===== src/rtl/adc_scan_sequencer.sv =====
// Purpose: SPI mode-0 master that scans the enabled channels of a 10-channel ADC, one 25-clock frame per channel.
// Latency: start sampled at edge N -> CS low / busy at edge N+1; frame 51*CLK_DIV cycles, then GAP_CYC cycles CS high.
// Backpressure: none; results are one-cycle strobes and starts arriving while busy are dropped.
//
// Ports:
//   i_clk, i_rst        system clock, synchronous active-high reset
//   i_start             pulse, begins a scan when idle and the mask is non-zero
//   i_continuous        at end of scan, re-latch i_ch_mask and scan again
//   i_ch_mask[9:0]      channel enables, latched at scan start
//   i_spi_miso          ADC serial data
//   o_spi_sclk/mosi/cs_n  SPI pins (SCLK idles low, CS active low)
//   o_busy              scan in progress
//   o_data/o_ch         last conversion result and its channel
//   o_valid             one-cycle strobe when o_data/o_ch update
//   o_scan_done         one-cycle strobe alongside the final o_valid of a scan
module adc_scan_sequencer #(
    parameter int CLK_DIV = 4,
    parameter int GAP_CYC = 8
) (
    input  logic        i_clk,
    input  logic        i_rst,
    input  logic        i_start,
    input  logic        i_continuous,
    input  logic [9:0]  i_ch_mask,
    input  logic        i_spi_miso,
    output logic        o_spi_sclk,
    output logic        o_spi_mosi,
    output logic        o_spi_cs_n,
    output logic        o_busy,
    output logic [15:0] o_data,
    output logic [3:0]  o_ch,
    output logic        o_valid,
    output logic        o_scan_done
);

    localparam int CNT_MAX = (CLK_DIV > GAP_CYC) ? CLK_DIV : GAP_CYC;
    localparam int CNT_W   = $clog2(CNT_MAX + 1);
    localparam logic [CNT_W-1:0] DIV_LAST = CNT_W'(CLK_DIV - 1);
    localparam logic [CNT_W-1:0] GAP_LAST = CNT_W'(GAP_CYC - 1);

    typedef enum logic [2:0] {
        IDLE,
        SETUP,
        SCLK_HI,
        SCLK_LO,
        GAP
    } state_t;

    state_t           state;
    logic [CNT_W-1:0] cnt;
    logic [4:0]       pulse;       // SCLK pulse number of the current frame, 1..25
    logic [9:0]       mask_lat;
    logic [3:0]       ch;
    logic [7:0]       cmd_sr;      // command bits still to send; bit 7 goes out on the next falling edge
    logic [15:0]      rx_sr;
    logic             start_pend;  // start accepted, CS drops on the following edge

    logic [3:0]       next_ch;
    logic             has_next;
    logic [3:0]       launch_ch;
    logic [7:0]       launch_cmd;

    function automatic logic [7:0] cmd_byte(input logic [3:0] c);
        logic [7:0] b;
        case (c)
            4'd0:    b = 8'h86;
            4'd1:    b = 8'h8E;
            4'd2:    b = 8'h96;
            4'd3:    b = 8'h9E;
            4'd4:    b = 8'hC6;
            4'd5:    b = 8'hCE;
            4'd6:    b = 8'hD6;
            4'd7:    b = 8'hDE;
            4'd8:    b = 8'hEE;
            4'd9:    b = 8'hF6;
            default: b = 8'h00;
        endcase
        return b;
    endfunction

    function automatic logic [3:0] lowest_ch(input logic [9:0] m);
        logic [3:0] r;
        r = '0;
        for (int i = 9; i >= 0; i--) begin
            if (m[i]) r = 4'(i);
        end
        return r;
    endfunction

    // Next-higher enabled channel in the latched mask, relative to the current one.
    always_comb begin
        next_ch  = '0;
        has_next = 1'b0;
        for (int i = 9; i >= 0; i--) begin
            if (mask_lat[i] && (4'(i) > ch)) begin
                next_ch  = 4'(i);
                has_next = 1'b1;
            end
        end
    end

    // Channel of the frame about to start: from IDLE it was chosen when the
    // start was accepted; from GAP it is the next channel or, on a rescan,
    // the lowest channel of the freshly sampled mask.
    always_comb begin
        launch_ch = ch;
        if (state == GAP) begin
            launch_ch = has_next ? next_ch : lowest_ch(i_ch_mask);
        end
        launch_cmd = cmd_byte(launch_ch);
    end

    always_ff @(posedge i_clk) begin
        if (i_rst) begin
            state       <= IDLE;
            cnt         <= '0;
            pulse       <= '0;
            mask_lat    <= '0;
            ch          <= '0;
            cmd_sr      <= '0;
            rx_sr       <= '0;
            start_pend  <= 1'b0;
            o_spi_sclk  <= 1'b0;
            o_spi_mosi  <= 1'b0;
            o_spi_cs_n  <= 1'b1;
            o_busy      <= 1'b0;
            o_data      <= '0;
            o_ch        <= '0;
            o_valid     <= 1'b0;
            o_scan_done <= 1'b0;
        end else begin
            o_valid     <= 1'b0;
            o_scan_done <= 1'b0;
            case (state)
                IDLE: begin
                    if (start_pend) begin
                        start_pend <= 1'b0;
                        o_busy     <= 1'b1;
                        ch         <= launch_ch;
                        o_spi_cs_n <= 1'b0;
                        o_spi_sclk <= 1'b0;
                        o_spi_mosi <= launch_cmd[7];
                        cmd_sr     <= {launch_cmd[6:0], 1'b0};
                        cnt        <= '0;
                        state      <= SETUP;
                    end else if (i_start && (i_ch_mask != 10'd0)) begin
                        mask_lat   <= i_ch_mask;
                        ch         <= lowest_ch(i_ch_mask);
                        start_pend <= 1'b1;
                    end
                end
                SETUP: begin
                    if (cnt == DIV_LAST) begin
                        cnt        <= '0;
                        o_spi_sclk <= 1'b1;
                        pulse      <= 5'd1;
                        state      <= SCLK_HI;
                    end else begin
                        cnt <= cnt + 1'b1;
                    end
                end
                SCLK_HI: begin
                    if (cnt == DIV_LAST) begin
                        cnt        <= '0;
                        o_spi_sclk <= 1'b0;
                        // Shifts out bits 6..0 after pulses 1..7, zeros afterwards.
                        o_spi_mosi <= cmd_sr[7];
                        cmd_sr     <= {cmd_sr[6:0], 1'b0};
                        state      <= SCLK_LO;
                    end else begin
                        cnt <= cnt + 1'b1;
                    end
                end
                SCLK_LO: begin
                    if (cnt == DIV_LAST) begin
                        cnt <= '0;
                        if (pulse == 5'd25) begin
                            o_spi_cs_n  <= 1'b1;
                            o_data      <= rx_sr;
                            o_ch        <= ch;
                            o_valid     <= 1'b1;
                            o_scan_done <= ~has_next;
                            state       <= GAP;
                        end else begin
                            o_spi_sclk <= 1'b1;
                            pulse      <= pulse + 5'd1;
                            // Rising edges 10..25 carry result bits; 9 is turnaround.
                            if (pulse >= 5'd9) begin
                                rx_sr <= {rx_sr[14:0], i_spi_miso};
                            end
                            state <= SCLK_HI;
                        end
                    end else begin
                        cnt <= cnt + 1'b1;
                    end
                end
                GAP: begin
                    if (cnt == GAP_LAST) begin
                        cnt <= '0;
                        if (has_next || (i_continuous && (i_ch_mask != 10'd0))) begin
                            if (!has_next) begin
                                mask_lat <= i_ch_mask;
                            end
                            ch         <= launch_ch;
                            o_spi_cs_n <= 1'b0;
                            o_spi_sclk <= 1'b0;
                            o_spi_mosi <= launch_cmd[7];
                            cmd_sr     <= {launch_cmd[6:0], 1'b0};
                            state      <= SETUP;
                        end else begin
                            o_busy <= 1'b0;
                            state  <= IDLE;
                        end
                    end else begin
                        cnt <= cnt + 1'b1;
                    end
                end
                default: begin
                    state <= IDLE;
                end
            endcase
        end
    end

endmodule


===== config.mk =====
export PLATFORM = sky130hd
export DESIGN_NAME = adc_scan_sequencer
export DESIGN_NICKNAME = d
export VERILOG_FILES = /design/src/rtl/adc_scan_sequencer.sv
export SDC_FILE = /design/constraint.sdc
export NUM_CORES = 1
export LEC_CHECK = 0
export BUFFER_PORTS_ARGS = -buffer_cell sky130_fd_sc_hd__buf_2
export CORE_UTILIZATION = 60
export CTS_BUF_LIST = sky130_fd_sc_hd__clkbuf_2
export DETAILED_ROUTE_END_ITERATION = 8
export HOLD_SLACK_MARGIN = 0.03
export PLACE_DENSITY = 0.82
export SLEW_MARGIN = 25
export SYNTH_ARGS = -nofsm -noshare
export SYNTH_HDL_FRONTEND = slang
export SYNTH_SLANG_ARGS = --single-unit

===== constraint.sdc =====
create_clock -name i_clk -period 4.97 [get_ports i_clk]
set_input_delay 0 -clock i_clk [delete_from_list [all_inputs] [get_ports i_clk]]
set_output_delay 0 -clock i_clk [all_outputs]
set_load 0.03 [all_outputs]

==> flow_summary_export.csv <==
group,metric,value,unit
status,status,"complete, no violations",
floorplan,std_cell_rows,27,
worst_setup_path,crit_path_frequent_cell,"a21oi_2",
routing,final_antenna_net_count,0,
worst_setup_path,endpoint,"cmd_sr[4]$_SDFFE_PP0P_",
worst_setup_path,ff2ff_path_depth,8,
cells_and_area,register_area,1481,um2
logic_synthesis,ys.warnings.count,0,
worst_setup_path,crit_start,"state[2]$_SDFFE_PP0P_",
logic_synthesis,synth_flop_cell,"dfxtp_1",
placed_design,place_hpwl,5509,um
clock_tree,cts_tree,"done",
timing,finalCriticalPeriod,2956,ps
global_route,grt_max_degree,73,
worst_setup_path,rrSetupSlack,2010,ps
global_route,grt_usage,28.23,%
worst_setup_path,startpoint_type,"flop",
routing,wl,8366,um
worst_setup_path,critical_path_buf_inv_count,0,
cells_and_area,syn_to_final_growth,13.26,%
routing,routedWlPerCell,15.07,um
timing,setup_violations,0,
timing,setup_ws,2014,ps
timing,fin_crit_sh,59.48,%
worst_setup_path,arrival,3390,ps
worst_setup_path,cp_slowest_cell,"dfxtp_1",
worst_setup_path,required,5410,ps
logic_synthesis,synth_cells,437,
placed_design,dp_slack,2132,ps
worst_setup_path,cp_max_fo,20,
cells_and_area,design_area,4039,um2
job,cap_violations,0,
worst_setup_path,endpoint_kind,"flop",
worst_setup_path,worstReg2RegStart,"state[2]$_SDFFE_PP0P_",
logic_synthesis,syn_area,3566,um2
clock_tree,clk-insertion-delay-late,510,ps
logic_synthesis,syn_area_per_cell,8.160,um2
floorplan,core,5608,um2
worst_setup_path,worst-path-stages,8,
clock_tree,cts_made_buffers,9,
worst_setup_path,critPathKind,"flop to flop",
clock_tree,clock-sinks,74,
placed_design,dpl_cell_area,3786,um2
clock_tree,root_buffer,"clkbuf_2",
timing,finalHoldViolCount,0,
logic_synthesis,synth_cell_types,61,
timing,tightest_slew,813.2,ps
floorplan,initial_core_util,63.59,%
cells_and_area,multiInputGateArea,1977,um2
floorplan,die_x,79.09,um
floorplan,fp.dieH,79.09,um
logic_synthesis,synth_edf_count,0,
timing,rsz0062_at_grt,"no",
power,leakage,1.527,nW
cells_and_area,diodes,0,
routing,drt_iter0_drc,234,
clock_tree,clock_path_buffers,2,
worst_setup_path,worst_path_dominant_cell_family,"compound AO/OA/AOI/OAI gates",
routing,drt_drc_violations_left,0,
cells_and_area,layout-drive-gt1-share,15.11,%
worst_setup_path,worstPathCellList,"nor3b_2 > o41ai_1 > a2111oi_4 > a21oi_2 > a211oi_4 > mux2i_1 > a211o_1 > a21oi_2",
power,peakVddDrop,0.0001899,V
clock_tree,htree_num_levels,3,
timing,slew-limit-headroom,45.61,%
routing,dr.pass1.iters,5,
clock_tree,clk_pin_slew,230,ps
min_path,hold_class,"primary input to flop",
worst_setup_path,reg2reg_to,"cmd_sr[4]$_SDFFE_PP0P_",
placed_design,port_buffers,40,
clock_tree,cts.repair.resized,0,
routing,vias,3300,
logic_synthesis,ys_seq_area_share,41.54,%
logic_synthesis,synthArstFlopShare,0,%
worst_setup_path,worst_path_largest_cell_delay,750,ps
global_route,grt_pass1_vias,3025,
placed_design,place.gp.congestion,0.9125,
routing,viasPerCell,5.946,
timing,fmax,0.3383,GHz
cells_and_area,nFillCells,482,
floorplan,ioPinCount,41,
clock_tree,post_cts_buffers,0,
logic_synthesis,syn_nets,455,
global_route,grt_pass1_wl,13880,um
timing,finClkSkew,32.39,ps
cells_and_area,num-nets-final,496,
power,p_per_area,290.3,nW/um2
global_route,grt_overflow_total,0,
timing,finalSetupTns,0,ps
timing,slew_violations,0,
global_route,antenna_found_initial,0,
logic_synthesis,ys_ff_latch,74,
floorplan,dieArea,6255,um2
==> power breakdown <==
group / switching, mW / internal, mW
clock network: 0.219 / 0.119
logic: 0.117 / 0.0766
registers: 0.0263 / 0.614
total: 0.363 / 0.810
==> how the worst min path moves through the flow <==
stage	start	to	slack, ps	cells after the start
2_1_floorplan	i_spi_miso	rx_sr[0]$_SDFFE_PP0P_	150	2
4_1_cts	i_rst	mask_lat[2]$_SDFFE_PP0P_	80	3
6_report	i_rst	pulse[1]$_SDFFE_PP0P_	110	3
5_1_grt	i_rst	pulse[1]$_SDFFE_PP0P_	110	3
3_3_place_gp	i_spi_miso	rx_sr[0]$_SDFFE_PP0P_	230	3
3_5_place_dp	i_spi_miso	rx_sr[0]$_SDFFE_PP0P_	260	3
==> Yosys cell counts (all sizes together), types with 3 or more instances <==
cell type  count  area [um2]
nor3           6       35.03
xor2           3       26.28
inv            8       30.03
nor2          61       231.5
nor2b          8       50.05
dfxtp         74        1481
o21ai         11       55.05
ha             3       37.54
nand2         69       259.0
a21oi         40       207.7
a211o          3       26.28
o31ai          4       30.03
clkbuf        20       75.07
a22oi          3       22.52
mux2i         26       260.3
or4            3       26.27
o21bai         5       37.54
nand3b         3       22.52
nand3          9       45.04
buf            5       21.27
nand2b         7       43.79
and2           4       25.02
o22ai          3       18.77
or3            5       36.28
nand4          3       18.77
a31oi          9       56.30
a211oi        11       95.09
==> through the flow <==
stage	instances	total power, mW	hold slack, ps	util (%)
6_report	555	1.172	106.3	72.02
5_1_grt	555	1.223	113.0	72.02
4_1_cts	555	1.169	85.00	71.89
3_5_place_dp	526	0.8313	260.1	67.51
3_3_place_gp	526	0.8274	232.8	67.40
2_1_floorplan	437	0.7857	147.2	-
==> tightest hold or removal path: stages <==
cell and delay (ps):
buf_2 90, buf_4 330, nor2_1 170
==> cells by family (layout without fill, tap and decap cells) <==
group,count (synthesis),count (layout),share of synthesized area [%]
fa+ha+maj,3,3,1.053
compound gates,112,112,21.76
simple gates,186,186,24.07
xor+xnor,3,3,0.7370
mux,26,26,7.298
buf+inv,33,79,3.544
flops,74,74,41.54
==> sequential cells by signal (all words and copies together), names as in the netlist, 3 cells and up <==
| signal | cells |
|---|---|
| ch | 4 |
| state | 3 |
| cmd_sr | 6 |
| mask_lat | 9 |
| o_data | 16 |
| o_ch | 4 |
| pulse | 5 |
| rx_sr | 16 |
| cnt | 4 |
==> cell usage in the layout (no fill, tap or decap), types with 3 or more instances in the layout <==
master	synthesis	final
inv_1	6	6
nor2b_1	8	8
a31oi_1	9	9
o22ai_1	3	3
nor2_1	60	60
nand2_1	69	69
nand3b_1	3	3
o21ai_0	10	10
ha_1	3	3
a211o_1	3	3
clkbuf_2	0	10
nand2b_1	7	7
xor2_1	3	3
and2_1	4	4
o21bai_1	5	5
nor3_1	5	4
o31ai_1	4	4
buf_2	2	40
or3_1	4	4
a22oi_1	3	3
a21oi_1	38	38
dfxtp_1	74	74
dlygate4sd3_1	0	13
mux2i_1	26	26
a211oi_1	10	10
nand4_1	3	3
nand3_1	9	9
==> what timing repair did <==
| action | 4_1_cts | 5_1_grt |
|---|---|---|
| hold buffers | 13 | 0 |
| setup endpoints to repair | 0 | 0 |
| hold endpoints to repair | 13 | 0 |
==> layer usage <==
layer	global-route usage, %	routed length (um)	up-vias
met3	4.943	317	20
met1	37.42	3952	1566
met2	44.83	3921	81
li1	-	-	1633
met5	0	0	-
met4	12.55	174	0
==> layout make-up <==
cell class | count | share of cell area (%)
Clock buffer | 10 | 1.239
Clock inverter | 6 | 1.611
Inverter | 8 | 0.7435
Multi-Input combinational cell | 330 | 48.95
Sequential cell | 74 | 36.68
Tap cell | 72 | 2.230
Timing Repair Buffer | 55 | 8.550
No activity file was read; power rests on OpenSTA's default activity.
